--- src/rtl/multiclock_stim_ctrl.sv ---
// -----------------------------------------------------------------------------
// multiclock_stim_ctrl
//
// Stimulus/response controller for a multiclock datapath under test. On an
// accepted start it drives num_vec pseudo-random 3-bit vectors (from a 16-bit
// Fibonacci LFSR) onto dut_in. It then flushes the datapath with DRAIN_CYC
// zero vectors and pulses done. Every response on dut_out seen while vectors
// or flush cycles are applied is compacted into a 16-bit MISR signature.
//
// Ports
//   clk        in   1       single clock, rising edge
//   rst_n      in   1       asynchronous active-low reset
//   start      in   1       run request, level-sampled, honoured only in IDLE
//   num_vec    in   CNT_W   vectors to apply, latched on an accepted start
//   pause      in   1       freezes vector generation while in RUN
//   dut_out    in   3       {out3,out2,out1} from the datapath
//   dut_in     out  3       {in3,in2,in1} to the datapath, registered
//   busy       out  1       high in RUN, DRAIN and DONE
//   done       out  1       single-cycle completion pulse
//   vec_cnt    out  CNT_W   vectors applied in the current or last run
//   signature  out  16      MISR compaction of dut_out
// -----------------------------------------------------------------------------
module multiclock_stim_ctrl #(
   parameter int          CNT_W     = 16,
   parameter logic [15:0] LFSR_SEED = 16'hACE1,
   parameter int          DRAIN_CYC = 4
) (
   input  logic             clk,
   input  logic             rst_n,
   input  logic             start,
   input  logic [CNT_W-1:0] num_vec,
   input  logic             pause,
   input  logic [2:0]       dut_out,
   output logic [2:0]       dut_in,
   output logic             busy,
   output logic             done,
   output logic [CNT_W-1:0] vec_cnt,
   output logic [15:0]      signature
);

   // Drain counter is wide enough to hold DRAIN_CYC-1 (at least one bit).
   localparam int DW = (DRAIN_CYC > 1) ? $clog2(DRAIN_CYC) : 1;
   localparam logic [DW-1:0] DRAIN_LAST = DW'(DRAIN_CYC - 1);

   typedef enum logic [1:0] {
      S_IDLE,
      S_RUN,
      S_DRAIN,
      S_DONE
   } state_t;

   state_t           state;
   logic [15:0]      lfsr;
   logic [CNT_W-1:0] num_lat;
   logic [DW-1:0]    drain_cnt;

   // The LFSR and the MISR share the same feedback taps (15,13,12,10).
   function automatic logic [15:0] shift16(input logic [15:0] v);
      return {v[14:0], v[15] ^ v[13] ^ v[12] ^ v[10]};
   endfunction

   logic [15:0] lfsr_nxt;
   logic [15:0] sig_nxt;

   assign lfsr_nxt = shift16(lfsr);
   assign sig_nxt  = shift16(signature) ^ {13'b0, dut_out};

   // NOTE: every state register is assigned with <= so that all of them
   // sample the pre-edge values of each other, regardless of statement order.
   always_ff @(posedge clk or negedge rst_n) begin
      if (!rst_n) begin
         state     <= S_IDLE;
         lfsr      <= LFSR_SEED;
         num_lat   <= '0;
         drain_cnt <= '0;
         dut_in    <= 3'b000;
         busy      <= 1'b0;
         done      <= 1'b0;
         vec_cnt   <= '0;
         signature <= 16'h0000;
      end else begin
         case (state)
            S_IDLE: begin
               if (start) begin
                  lfsr      <= LFSR_SEED;
                  num_lat   <= num_vec;
                  vec_cnt   <= '0;
                  signature <= 16'h0000;
                  busy      <= 1'b1;
                  if (num_vec != '0) begin
                     state <= S_RUN;
                  end else begin
                     // Empty run: report completion immediately.
                     state <= S_DONE;
                     done  <= 1'b1;
                  end
               end
            end

            S_RUN: begin
               if (!pause) begin
                  lfsr      <= lfsr_nxt;
                  dut_in    <= lfsr_nxt[2:0];
                  vec_cnt   <= vec_cnt + CNT_W'(1);
                  signature <= sig_nxt;
                  // Leave on the edge that applies the last vector; since
                  // the counter stops at num_lat it can never wrap.
                  if (vec_cnt + CNT_W'(1) == num_lat) begin
                     state     <= S_DRAIN;
                     drain_cnt <= '0;
                  end
               end
            end

            S_DRAIN: begin
               // The last vector stays on dut_in for its full cycle; zeros
               // follow from the first drain edge onward.
               dut_in    <= 3'b000;
               signature <= sig_nxt;
               if (drain_cnt == DRAIN_LAST) begin
                  state <= S_DONE;
                  done  <= 1'b1;
               end else begin
                  drain_cnt <= drain_cnt + DW'(1);
               end
            end

            S_DONE: begin
               state <= S_IDLE;
               done  <= 1'b0;
               busy  <= 1'b0;
            end

            default: begin
               state <= S_IDLE;
               done  <= 1'b0;
               busy  <= 1'b0;
            end
         endcase
      end
   end

endmodule
--- config.mk ---
export PLATFORM = sky130hd
export DESIGN_NAME = multiclock_stim_ctrl
export DESIGN_NICKNAME = d
export VERILOG_FILES = /design/src/rtl/multiclock_stim_ctrl.sv
export SDC_FILE = /design/constraint.sdc
export NUM_CORES = 1
export LEC_CHECK = 0
export BUFFER_PORTS_ARGS = -buffer_cell sky130_fd_sc_hd__buf_4
export CAP_MARGIN = 20
export CORE_UTILIZATION = 55
export DETAILED_ROUTE_END_ITERATION = 12
export GPL_TIMING_DRIVEN = 0
export PLACE_DENSITY = 0.82
export REMOVE_ABC_BUFFERS = 1
export SLEW_MARGIN = 20
export SYNTH_ARGS = -nofsm -noshare
export SYNTH_HDL_FRONTEND = slang
export SYNTH_SLANG_ARGS = --single-unit
--- constraint.sdc ---
create_clock -name clk -period 5.91 [get_ports clk]
set_clock_uncertainty 0.15 [all_clocks]
set_input_delay 1.182 -clock clk [delete_from_list [all_inputs] [get_ports clk]]
set_output_delay 1.182 -clock clk [all_outputs]
set_load 0.005 [all_outputs]
======== Yosys cells after proc, flatten, opt, wreduce, memory -nomap -nowiden ========
Cells that the tools add are included.
operators by class
  reductions and logical operators ........ 15
  mux-type cells .......................... 26
  add/sub/neg operators ................... 2
  equality and inequality tests ........... 11
  bitwise logic cells ..................... 7
operators with widths
  cell                                                             count
  16-bit 2-to-1 mux                                                5
  16-bit case mux with 2 select lines                              2
  16-bit case mux with 3 select lines                              1
  16-bit by 1-bit adder with 16-bit output, second input constant  1
  16-bit == test                                                   1
  2-bit 2-to-1 mux                                                 8
  16-bit nonzero test                                              1
  16-bit by 3-bit XOR with 16-bit output                           1
  2-bit inequality test, second input constant                     6
  4-bit AND reduction                                              3
  2-bit case mux with 4 select lines                               1
  2-bit == test, second input constant                             3
  3-bit case mux with 2 select lines                               1
  2-bit AND reduction                                              3
  3-bit AND reduction                                              2
  2-bit nonzero test                                               3
  3-bit nonzero test                                               2
  1-bit XOR                                                        6
  1-bit 2-to-1 mux                                                 4
  2-bit case mux with 2 select lines                               1
  3-bit 2-to-1 mux                                                 1
  1-bit case mux with 3 select lines                               1
  2-bit by 1-bit adder with 2-bit output, second input constant    1
  2-bit by 1-bit == test with 1-bit output, second input constant  1
  other kinds (2)                                                  2
word-level totals
  input port bits ......................... 23
  flip-flop bits (word level) ............. 73

======== Longest topological paths before layout ========
  depth after elaboration ................. 6
  mapped depth ............................ 10
  gate-level depth less buffers ........... 8

======== Worst setup path after synthesis ========
No wires, ideal clock.
  path kind ............................... input -> register
  from .................................... in pause
  to ...................................... reg state[0]
  data required time ...................... 5,681 ps
  path slack .............................. 2,777 ps
  stages .................................. 7
  arrival ................................. 2,903 ps
  setup time .............................. 79 ps
  cell sequence ........................... clkbuf_1 > nor3_1 > nand4b_1 > or4_1 > o41a_1 > nor3_2 > mux2i_1
between the ends
  word-level cells in the longest chain between the ends .. 2
RTL lines
  what                                    RTL line  source
  from (decl)                             32        input logic pause,
  2-bit inequality test (no source line)  -
  4-bit AND reduction (no source line)    -
  to (signal assigned)                    72        state <= S_IDLE;
  to (signal assigned)                    91        state <= S_RUN;
  to (signal assigned)                    94        state <= S_DONE;
  to (decl)                               52        state_t state;
No other way between the ends.
A chain may end at the register's enable or synchronous reset.

======== Final worst setup path ========
  from .................................... reg vec_cnt[0]
  to ...................................... reg state[0]
between the ends
  word-level cells in the longest chain between the ends .. 4
RTL lines
  what                                      RTL line  source
  from (decl)                               37        output logic [CNT_W-1:0] vec_cnt,
  from (signal assigned)                    104       vec_cnt <= vec_cnt + CNT_W'(1);
  16-bit by 1-bit adder with 16-bit output  108       if (vec_cnt + CNT_W'(1) == num_lat) begin
  16-bit == test                            108
  2-bit inequality test (no source line)    -
  4-bit AND reduction (no source line)      -
  to (signal assigned)                      109       state <= S_DRAIN;
  to (signal assigned)                      121       state <= S_DONE;
  to (signal assigned)                      129       state <= S_IDLE;
No other way between the ends.

==> flow_summary_export.csv <==
group,metric,value,unit
grt,grt_pass1_wl,13.4,mm
sta,drv_slew,0,
synth,yosys.area.top_type,"dfrtp_1",
synth,synth_area_leaders,"dfrtp_1 45%, a22o_1 7.5%, dfstp_2 5.8%",
clock_tree,path_clk_slew,80,ps
worst_setup_path,r2r_setup_slack,2560,ps
worst_setup_path,worstSetupStartpointType,"flip-flop",
synth,syn_area,3630,um2
clock_tree,cts_tree,"yes",
worst_setup_path,crit_chain,"ha_1 -> xor2_1 -> nand2_1 -> o21ba_2 -> or4_1 -> o41a_1 -> nor3_2 -> mux2i_1",
flow_run,drv_cap,0,
sta,setup_viol,0,
placement,io_buffers,59,
synth,synth_edf_count,0,
synth,synthCells,326,
min_path,worst_hold_startpoint,"lfsr[4]",
synth,synthMostInstantiatedCell,"dfrtp_1",
cells_and_area,layout.nets,407,
grt,overflow,0,
synth,async_reset_ff_share,100,%
sta,tightest_slew,999,ps
synth,synth_cell_type_count,48,
worst_setup_path,r2r_start,"vec_cnt[0]",
synth,ys_ff_latch,73,
clock_tree,h-tree-depth,3,
detailed_routing,wl,8.01,mm
synth,seq_area_frac_synth,50.7,%
cells_and_area,antenna_cells,0,
clock_tree,clk_latency,350,ps
sta,rsz0062_at_grt,"no",
detailed_routing,drc_errors,0,
cells_and_area,area_growth,18.7,%
worst_setup_path,critPathSlowestCell,"or4_1",
detailed_routing,via_count,2806,
worst_setup_path,r2r-end,"state[0]",
cells_and_area,final_cell_area,4300,um2
placement,gp_routability_congestion,0.844,
sta,finalCritPeriodShare,56.7,%
floorplan,start_util,57.1,%
worst_setup_path,path_class,"flip-flop to flip-flop",
clock_tree,cts_max_path_buffers,2,
cells_and_area,fill_cells,475,
clock_tree,postCtsSetupBuffers,0,
detailed_routing,wl_per_cell,17.4,um
synth,avgSynthCellArea,11.1,um2
synth,ys.flop_type,"dfrtp_1",
sta,fmax,0.299,GHz
power,p_leak,1.94,nW
placement,place_area,4110,um2
sta,fin_crit,3350,ps
synth,yosys-top-cells-count,"65 x dfrtp_1, 31 x a22o_1, 24 x o21ai_0",
floorplan,dieHeight,83.2,um
clock_tree,cts_buffers,9,
run_status,status,"finished, final reports clean",
floorplan,coreArea,6350,um2
worst_setup_path,critPathMaxStageDelay,550,ps
min_path,whs_path_depth,1,
sta,finalHoldViolCount,0,
floorplan,die_area,6920,um2
power,total_power,2.12,mW
power,ir_worst_vdd,0.296,mV
power,powerDensity,493,nW/um2
floorplan,num_rows,29,
grt,antenna_found_initial,0,
cells_and_area,utilization,67.8,%
sta,setup_tns,0,ps
min_path,min_to,"lfsr[5]",
detailed_routing,ant_nets,0,
clock_tree,post_cts_resized,0,
clock_tree,ctsRootBufferMaster,"clkbuf_8",
worst_setup_path,critPathArrivalTime,3470,ps
detailed_routing,drtIter0Drc,186,
grt,grt_pass1_vias,2709,
min_path,min_path_type,"flip-flop to flip-flop",
sta,maxSlewHeadroom,33.2,%
placement,dp.final_hpwl,5.35,mm
floorplan,fp.dieW,83.2,um
cells_and_area,drive_gt1_share,29.1,%
worst_setup_path,cp_top_family,"simple AND/OR/NAND/NOR gates",
worst_setup_path,r2r_cells,8,
detailed_routing,vias_per_cell,6.11,
worst_setup_path,crit_path_max_fanout,10,
detailed_routing,first_pass_iters,4,
sta,holdWs,355,ps
worst_setup_path,crit_path_end_kind,"flip-flop",
synth,synth_top_area_share,44.9,%
worst_setup_path,required,6040,ps
floorplan,pin_count,60,
grt,grt_max_degree,74,
clock_tree,ctsHoldBuffers,0,
synth,synth-warning-count,0,
clock_tree,clock_sinks,73,
worst_setup_path,path_buf_inv,0,
grt,grt_use_total,24.4,%
[cell type report]
class / count / area (um2) / share of cell area, %
repair buffers: 61 / 462 / 10.7
flip-flops and latches: 73 / 1840 / 42.7
multi-input cells: 228 / 1700 / 39.4
clock buffers: 11 / 141 / 3.28
clock inverters: 5 / 55.1 / 1.28
inverters: 4 / 15.0 / 0.349
well taps: 77 / 96.3 / 2.24
[cell families (layout without fill, tap and decap cells)]
group                      after synthesis  count (layout)  share of synthesized area (%)
and+or+nand+nor                         81              81                           12.8
buffers and inverters                   25              81                           2.76
muxes                                   19              19                           5.80
xor gates and xnor gates                32              32                           7.73
adders and majority gates                7               7                           2.42
AOI/OAI and AO/OA                       89              89                           17.8
DFF                                     73              73                           50.7
[power by group]
group	switching [mW]	internal, mW
clock network	0.184	0.205
logic	0.446	0.444
registers	0.149	0.692
total	0.779	1.34
[worst max path at each step]
stage / from / end / slack (ps) / cells past startpoint
floorplan: start / vec_cnt[11] / 2760 / 6
global placement: start / vec_cnt[11] / 1840 / 7
detailed placement: start / signature[1] / 2410 / 6
CTS: vec_cnt[0] / state[0] / 2610 / 8
global route: vec_cnt[0] / state[0] / 2440 / 8
finish: vec_cnt[0] / state[0] / 2560 / 8
[through the flow]
step           setup slack, ps  std cells
6_report                  2560        459
5_1_grt                   2440        459
4_1_cts                   2610        459
3_5_place_dp              2410        443
3_3_place_gp              1840        441
2_1_floorplan             2760        305
[cells in the final DEF (no fill, tap or decap), types with 4 or more instances in the layout]
cell	netlist	routed
mux2_2	16	16
o21ai_0	24	23
o22a_1	8	8
xor2_1	11	11
nand3_1	13	13
inv_1	4	4
ha_1	7	7
nor4_1	7	7
nor3_1	4	4
xnor2_1	21	21
buf_4	0	60
a21oi_1	9	9
a22o_1	31	31
dfrtp_1	65	65
o31ai_1	4	4
nor2_1	13	13
dfstp_2	8	8
clkbuf_8	0	10
nand2_1	18	18
[flip-flops by register name, summed over array words and instances (netlist names)]
name / cells
signature: 16
drain_cnt: 2
busy: 1
num_lat: 16
vec_cnt: 16
state: 2
lfsr: 16
dut_in: 3
done: 1
[routing by layer]
metal / part of all wire [%] / track usage, % / vias up
li1: - / - / 1310
met5: 0 / 0 / -
met2: 49 / 39.0 / 90
met1: 43 / 31.8 / 1379
met3: 4.6 / 5.17 / 27
met4: 3.4 / 11.9 / 0
(Power assumes the default switching activity.)
